## config.mk

```make
export PLATFORM = sky130hd
export DESIGN_NAME = shift_add_multiplier_16
export DESIGN_NICKNAME = d
export VERILOG_FILES = /design/src/rtl/shift_add_multiplier_16.sv
export SDC_FILE = /design/constraint.sdc
export NUM_CORES = 1
export LEC_CHECK = 0
export ABC_AREA = 1
export BUFFER_PORTS_ARGS = -buffer_cell sky130_fd_sc_hd__buf_4
export CAP_MARGIN = 20
export CORE_MARGIN = 3
export CORE_UTILIZATION = 45
export DETAILED_ROUTE_END_ITERATION = 6
export PLACE_DENSITY = 0.67
export SYNTH_ARGS = -nofsm -noshare
export SYNTH_HDL_FRONTEND = slang
export SYNTH_HIERARCHICAL = 1
export SYNTH_SLANG_ARGS = --single-unit
export TNS_END_PERCENT = 5
```

## constraint.sdc

```tcl
create_clock -name clk -period 4.15 [get_ports clk]
set_clock_uncertainty 0.1 [all_clocks]
set_input_delay 0.415 -clock clk [delete_from_list [all_inputs] [get_ports clk]]
set_output_delay 0.415 -clock clk [all_outputs]
set_load 0.1 [all_outputs]
```

## src/rtl/shift_add_multiplier_16.sv

```systemverilog
// Sequential 16x16 unsigned shift-and-add multiplier with valid/ready handshakes.
// One partial product is accumulated per RUN cycle through a 32-bit carry-lookahead adder.

module cla_adder_32 (
  input  logic [31:0] x,
  input  logic [31:0] y,
  input  logic        cin,
  output logic [31:0] sum,
  output logic        cout
);

  // gc[k] is the carry entering 4-bit group k; groups chain via group generate/propagate
  logic [8:0] gc;

  assign gc[0] = cin;

  for (genvar gi = 0; gi < 8; gi++) begin : g_grp
    logic [3:0] gg;
    logic [3:0] pp;
    logic [3:0] cc;
    logic       grp_g;
    logic       grp_p;

    assign gg = x[4*gi +: 4] & y[4*gi +: 4];
    assign pp = x[4*gi +: 4] ^ y[4*gi +: 4];

    assign cc[0] = gc[gi];
    assign cc[1] = gg[0] | (pp[0] & cc[0]);
    assign cc[2] = gg[1] | (pp[1] & gg[0]) | (pp[1] & pp[0] & cc[0]);
    assign cc[3] = gg[2] | (pp[2] & gg[1]) | (pp[2] & pp[1] & gg[0])
                 | (pp[2] & pp[1] & pp[0] & cc[0]);

    assign grp_g = gg[3] | (pp[3] & gg[2]) | (pp[3] & pp[2] & gg[1])
                 | (pp[3] & pp[2] & pp[1] & gg[0]);
    assign grp_p = &pp;

    assign gc[gi+1]       = grp_g | (grp_p & gc[gi]);
    assign sum[4*gi +: 4] = pp ^ cc;
  end

  assign cout = gc[8];

endmodule

module shift_add_multiplier_16 (
  input  logic        clk,
  input  logic        rst,
  input  logic        in_valid,
  output logic        in_ready,
  input  logic [15:0] a,
  input  logic [15:0] b,
  output logic        out_valid,
  input  logic        out_ready,
  output logic [31:0] product,
  output logic        busy
);

  typedef enum logic [1:0] {
    IDLE = 2'd0,
    RUN  = 2'd1,
    DONE = 2'd2
  } state_t;

  state_t      state_reg, state_next;
  logic [31:0] acc_reg, acc_next;
  logic [31:0] mcand_reg, mcand_next;
  logic [15:0] mplr_reg, mplr_next;
  logic [3:0]  count_reg, count_next;
  logic [31:0] sum;
  logic        cout;

  cla_adder_32 u_adder (
    .x    (acc_reg),
    .y    (mcand_reg),
    .cin  (1'b0),
    .sum  (sum),
    .cout (cout)
  );

  assign in_ready  = (state_reg == IDLE) && !rst;
  assign busy      = (state_reg == RUN);
  assign out_valid = (state_reg == DONE);
  assign product   = acc_reg;

  always_comb begin
    state_next = state_reg;
    acc_next   = acc_reg;
    mcand_next = mcand_reg;
    mplr_next  = mplr_reg;
    count_next = count_reg;
    case (state_reg)
      IDLE: begin
        if (in_valid && in_ready) begin
          state_next = RUN;
          mcand_next = {16'h0000, a};
          mplr_next  = b;
          acc_next   = 32'h0;
          count_next = 4'd0;
        end
      end
      RUN: begin
        if (mplr_reg[0]) begin
          acc_next = sum;
        end
        mcand_next = mcand_reg << 1;
        mplr_next  = mplr_reg >> 1;
        // Hold at 15 on the final step so the counter never wraps mid-operation
        if (count_reg == 4'd15) begin
          state_next = DONE;
        end else begin
          count_next = count_reg + 4'd1;
        end
      end
      DONE: begin
        if (out_ready) begin
          state_next = IDLE;
        end
      end
      default: state_next = IDLE;
    endcase
  end

  always_ff @(posedge clk) begin
    if (rst) begin
      state_reg <= IDLE;
      acc_reg   <= 32'h0;
      mcand_reg <= 32'h0;
      mplr_reg  <= 16'h0;
      count_reg <= 4'd0;
    end else begin
      state_reg <= state_next;
      acc_reg   <= acc_next;
      mcand_reg <= mcand_next;
      mplr_reg  <= mplr_next;
      count_reg <= count_next;
    end
  end

  // A 16x16 product always fits in 32 bits, so the accumulate never carries out
  always_ff @(posedge clk) begin
    if (!rst && state_reg == RUN) begin
      assert (cout == 1'b0);
    end
  end

endmodule

```

==> out/metrics.cfg, run 1 <==
[global_route]
gr-total-overflow = 0
grt_pass1_wl_um = 20600
grt_start_max_net_pins = 82
grt_pass1_vias = 4610
grt_usage_pct = 19.7
antenna_found_initial = 0

[timing]
slew_headroom_pct = 30.9
min_period_over_period_pct = 69.7
rsz0062_at_grt = false
whs_ps = 212
slew_viol_final = 0
fmax_ghz = 0.346
finalSetupViolations = 0
finalSetupTns_ps = 0
tightest_slew_ps = 1030
setup_slack_ps = 1260
period_needed_ps = 2890
hold_viol_final = 0

[die]
die_h_um = 112
die_area_sq_um = 12600
die_w_um = 112
initial_core_util_pct = 46.3
rows = 38
io_pins = 71
coreArea_sq_um = 10900

[place]
hpwl_um = 7710
io_buffers = 70
gp_congestion = 0.825
dpl-instance-area_sq_um = 5660
pre_cts_slack_ps = 1260

[worst_setup_path]
slowest_delay_ps = 390
crit_chain = ha_1 > nand2_1 > clkinv_1 > nand3_2 > nand2_2 > nand2_2 > nand2_2 > nand2_2 > nand2_4 > nand2_4 > nand2_4 > nand2_4 > nand2_4 > nand2_4 > nand2_4 > nand2_4 > nand2_4 > fa_1 > xor2_1 > inv_1 > nor2_1 > o21ai_0 > nor2_1
critical_path.endpoint_type = flip-flop
cp_num_buf_inv = 2
crit_required_ps = 4290
crit_type = reg2reg
crit_path_max_fanout = 3
startpoint_type = flip-flop
worst_path_most_repeated_cell = nand2_4
crit_family = simple AND/OR/NAND/NOR gates
arrival_ps = 3030
slowest_stage = fa_1

[power_and_ir_drop]
power_switching_mw = 1.06
p_total_mw = 2.84
power_density_nw_per_um2 = 469
p_int_mw = 1.78
p_seq_share_pct = 34.5
peakVddDrop_mv = 0.261
swShare_pct = 37.3
clockPowerShare_pct = 33.9
leakagePower_nw = 3.07
pwr-share-comb_pct = 31.6

[run_status]
status = complete, no violations

[clock_tree]
cts-root-buf = clkbuf_16
cts.clk_slew.worst_paths_ps = 60
cts_tree = yes
cts_htree_levels = 3
post-cts-setup-buffer-count = 0
clock_path_buffers = 2
cts_made_buffers = 9
cts_repair_resize_count = 0
clock_latency_ps = 350
cts.sink_count = 86
cts_hold_buf = 0

[synthesis]
syn_area_sq_um = 5060
ys_warn_count = 6
syn-instance-count = 743
syn_area_per_cell_sq_um = 6.82

[run]
maxCapViolCount = 0

[final_layout]
mostFrequentLayoutCells = nor2_1 (176), nand2_1 (151), dfxtp_1 (86)
antenna_cells = 0
layout-drive-gt1-share_pct = 15.0
area_growth_syn_to_layout_pct = 19.3
final_common_cell = nor2_1
design_area_sq_um = 6040
nets = 873
fillerInstances = 1066

[route]
drtPass1Iterations = 6
routed_wl_um = 11700
ant_nets = 0
drc_errors = 0
drtIter0Drc = 229
vias = 4654
wl_per_cell_um = 12.4
drt-vias-per-instance = 4.95

[worst_hold_path]
hp-class = in2reg

layer usage:
| metal | global-route usage [%] | up-vias | share of wire, % |
|---|---|---|---|
| li1 | - | 2433 | - |
| met2 | 35.1 | 81 | 49 |
| met1 | 23.7 | 2126 | 45 |
| met3 | 4.15 | 14 | 4.0 |
| met5 | 0 | - | 0 |
| met4 | 6.25 | 0 | 1.8 |
tightest hold or removal path, stage by stage:
cell,delay [ps]
buf_4,90
nor2_1,40
nor2_1,80
worst paths after layout:
path / end / slack (ps) / startpoint / cells past startpoint
setup reg to reg: product[29] / 1260 / mcand_reg[3] / 23
hold reg to reg: mplr_reg[15] / 360 / mplr_reg[15] / 2
hold / removal: mcand_reg[0] / 210 / a[0] / 3
setup / recovery: product[29] / 1260 / mcand_reg[3] / 23
area by class of cell:
class                   count  area, sq um  area share, %
repair buffers             77          598           9.90
well taps                 140          175           2.90
flip-flops and latches     86         1720           28.5
clock inverters             5          105           1.74
multi-input cells         560         2960           48.9
clock buffers              11          253           4.18
inverters                  62          233           3.85
through the flow:
stage	instances	utilization [%]
after detailed placement	924	51.7
final	941	55.3
after floorplan	744	-
after global placement	924	51.7
after global routing	941	55.3
after CTS	940	55.0
power groups by stage:
stage | sequential (mW) | clock [mW] | combinational [mW]
final | 0.979 | 0.962 | 0.897
after global routing | 0.992 | 1.01 | 0.987
after CTS | 0.980 | 0.980 | 0.893
after detailed placement | 0.998 | 0 | 0.888
after global placement | 0.992 | 0 | 0.875
after floorplan | 1.27 | 0 | 0.416
Note: power is estimated with default switching activity, not from simulation.
==> run 2: changes to the inputs <==
--- a/config.mk
+++ b/config.mk
@@ -5,13 +5,13 @@
 export SDC_FILE = /design/constraint.sdc
 export NUM_CORES = 1
 export LEC_CHECK = 0
-export ABC_AREA = 1
+export ABC_AREA = 0
 export BUFFER_PORTS_ARGS = -buffer_cell sky130_fd_sc_hd__buf_4
 export CAP_MARGIN = 20
 export CORE_MARGIN = 3
 export CORE_UTILIZATION = 45
 export DETAILED_ROUTE_END_ITERATION = 6
-export PLACE_DENSITY = 0.67
+export PLACE_DENSITY = 0.7
 export SYNTH_ARGS = -nofsm -noshare
 export SYNTH_HDL_FRONTEND = slang
 export SYNTH_HIERARCHICAL = 1
==> constraint.sdc (replaced) <==
create_clock -name clk -period 2.5 [get_ports clk]
set_clock_uncertainty 0.1 [all_clocks]
set_input_delay 0.25 -clock clk [delete_from_list [all_inputs] [get_ports clk]]
set_output_delay 0.25 -clock clk [all_outputs]
set_load 0.1 [all_outputs]
==> run 2 against run 1 <==
Effect of this change:
- via count shrank 2.9%
- worst hold slack lost 160 ps
- largest cell class unchanged
- die area down 4.2%
- sequential share of layout area shrank 0.62 points
- largest power group unchanged
- cell area rose by 4.6%
- non-clock buffer count rose by 54
- area after synthesis decreased by 4.4%
- total power grew 9.6%
- synthesized cell count down 20%
- cell count is 11% lower
- register-to-register slack got worse by 1300 ps
- the run now ends with negative setup slack left
- count of clock-buffer cells in the layout shrank 2
==> out/metrics.cfg, run 2 <==
[global_route]
met3_usage_pct = 3.70  ; was 4.15%
antenna_found_initial = 0  ; unchanged
grt_use_met1_pct = 28.0  ; was 23.7%
grtUsageMet2_pct = 35.9  ; was 35.1%
busiest_layer = met2  ; unchanged
grt_pass1_wl_um = 20800  ; was 20600 um
grt_usage_pct = 21.8  ; was 19.7%
gr-total-overflow = 0  ; unchanged
grt_start_max_net_pins = 53  ; was 82
grt_pass1_vias = 4483  ; was 4610

[die]
rows = 37  ; was 38
io_pins = 71  ; unchanged
initial_core_util_pct = 46.7  ; was 46.3%
die_h_um = 110  ; was 112 um
die_w_um = 110  ; was 112 um
die_area_sq_um = 12000  ; was 12600 sq um
coreArea_sq_um = 10400  ; was 10900 sq um

[final_layout]
antenna_cells = 0  ; unchanged
nets = 774  ; was 873
fin_util_pct = 61.0  ; was 55.3%
fillerInstances = 941  ; was 1066
area_growth_syn_to_layout_pct = 30.7  ; was 19.3%
final_common_cell = buf_4  ; was nor2_1
layout-drive-gt1-share_pct = 33.4  ; was 15.0%
mostFrequentLayoutCells = buf_4 (129), nand2_1 (121), a21oi_1 (59)  ; was nor2_1 (176), nand2_1 (151), dfxtp_1 (86)

[place]
io_buffers = 70  ; unchanged
hpwl_um = 8350  ; was 7710 um
gp_congestion = 0.822  ; was 0.825
pre_cts_slack_ps = -166  ; was 1260 ps

[clock_tree]
cts_made_buffers = 9  ; unchanged
cts_tree = yes  ; unchanged
cts.clk_slew.worst_paths_ps = 90  ; was 60 ps
clock_latency_ps = 370  ; was 350 ps
clock_path_buffers = 2  ; unchanged
cts.sink_count = 86  ; unchanged
post-cts-setup-buffer-count = 0  ; unchanged
cts-root-buf = clkbuf_8  ; was clkbuf_16
cts_htree_levels = 3  ; unchanged

[worst_setup_path]
slowest_stage = fa_1  ; unchanged
rr_worst_depth = 10  ; was 23
crit_start = mcand_reg[5]  ; was mcand_reg[3]
r2r_slack_ps = -3  ; was 1260 ps
crit_chain = ha_4 > a21oi_1 > o21ai_1 > a32oi_2 > o31ai_4 > or2_2 > fa_1 > xor2_1 > nand3_1 > a21oi_2  ; was ha_1 > nand2_1 > clkinv_1 > nand3_2 > nand2_2 > nand2_2 > nand2_2 > nand2_2 > nand2_4 > nand2_4 > nand2_4 > nand2_4 > nand2_4 > nand2_4 > nand2_4 > nand2_4 > nand2_4 > fa_1 > xor2_1 > inv_1 > nor2_1 > o21ai_0 > nor2_1
r2r_end = product[17]  ; was product[29]
arrival_ps = 2700  ; was 3030 ps
crit_path_max_fanout = 5  ; was 3
worstSetupEndpoint = product[17]  ; was product[29]
critical_path.endpoint_type = flip-flop  ; unchanged
crit_type = reg2reg  ; unchanged
cp_num_buf_inv = 0  ; was 2
startpoint_type = flip-flop  ; unchanged
crit_family = compound AO/OA/AOI/OAI gates  ; was simple AND/OR/NAND/NOR gates
crit_required_ps = 2700  ; was 4290 ps
worstSetupPathDepth = 10  ; was 23
r2r-start = mcand_reg[5]  ; was mcand_reg[3]
slowest_delay_ps = 380  ; was 390 ps

[timing]
slew_viol_final = 0  ; unchanged
hold_viol_final = 0  ; unchanged
fmax_ghz = 0.400  ; was 0.346 GHz
tightest_slew_ps = 582  ; was 1030 ps
min_period_over_period_pct = 100  ; was 69.7%
whs_ps = 46.9  ; was 212 ps
finalSetupViolations = 2  ; was 0
slew_headroom_pct = 61.2  ; was 30.9%
finalSetupTns_ps = -4.75  ; was 0 ps
rsz0062_at_grt = true  ; was false
period_needed_ps = 2500  ; was 2890 ps
setup_slack_ps = -2.55  ; was 1260 ps

[route]
wl_per_cell_um = 14.8  ; was 12.4 um
drc_errors = 0  ; unchanged
ant_nets = 0  ; unchanged
routed_wl_um = 12400  ; was 11700 um
drtIter0Drc = 264  ; was 229
drt-vias-per-instance = 5.40  ; was 4.95
drtPass1Iterations = 4  ; was 6
vias = 4517  ; was 4654

[synthesis]
ys_warn_count = 6  ; unchanged
syn_area_per_cell_sq_um = 8.17  ; was 6.82 sq um
syn_area_sq_um = 4840  ; was 5060 sq um
syn-instance-count = 592  ; was 743

[power_and_ir_drop]
p_total_mw = 3.11  ; was 2.84 mW
power_density_nw_per_um2 = 492  ; was 469 nW/um^2
peakVddDrop_mv = 0.333  ; was 0.261 mV
leakagePower_nw = 2.67  ; was 3.07 nW

[run_status]
violations = negative setup slack
status = finished, violations left  ; was complete, no violations

[worst_hold_path]
hp-class = in2reg  ; unchanged

[run]
maxCapViolCount = 0  ; unchanged

[run 2: per-layer routing]
layer  wire length [um]  vias up
li1                   -     2277
met1               5540     2119
met2               5980      100
met3                565       21
met4                270        0
met5                  0        -
[run 2: tightest hold or removal path: stages]
cell and delay, ps:
buf_4 110, nand2_1 40, a311oi_1 80
[run 2: area by class of cell]
class	count	area, sq um	share of cell area [%]
tap	136	170	2.69
multi-input combinational	457	3140	49.7
sequential	86	1760	27.9
inverter	12	45.0	0.712
clock buffer	9	124	1.96
timing repair buffer	131	1020	16.1
clock inverter	6	63.8	1.01
[run 2: per-stage QoR]
stage | cell area, sq um | std cells
2_1_floorplan | 4880 | 594
3_3_place_gp | 5850 | 821
3_5_place_dp | 5870 | 822
4_1_cts | 6230 | 837
5_1_grt | 6320 | 837
6_report | 6320 | 837
[run 2: report_power, final]
part	internal, mW	leakage [nW]	switching [mW]	total (mW)
clock network	0.454	0.0911	0.520	0.974
logic	0.266	1.86	0.374	0.640
registers	1.44	0.715	0.0550	1.49
total	2.16	2.67	0.949	3.11
[run 2: worst min-delay path by stage]
stage / slack (ps) / from / depth (start not counted) / endpoint
floorplan: 310 / b[0] / 2 / mplr_reg[0]
global placement: 350 / product[21] / 2 / product[21]
detailed placement: 360 / product[18] / 2 / product[18]
CTS: 30 / a[12] / 3 / mcand_reg[12]
global route: 40 / a[4] / 3 / mcand_reg[4]
finish: 50 / a[4] / 3 / mcand_reg[4]
[run 2: timing repair]
action	in CTS	in global routing
pin swaps	12	14
hold buffers	0	0
setup endpoints to repair	14	15
gates resized for setup	23	24
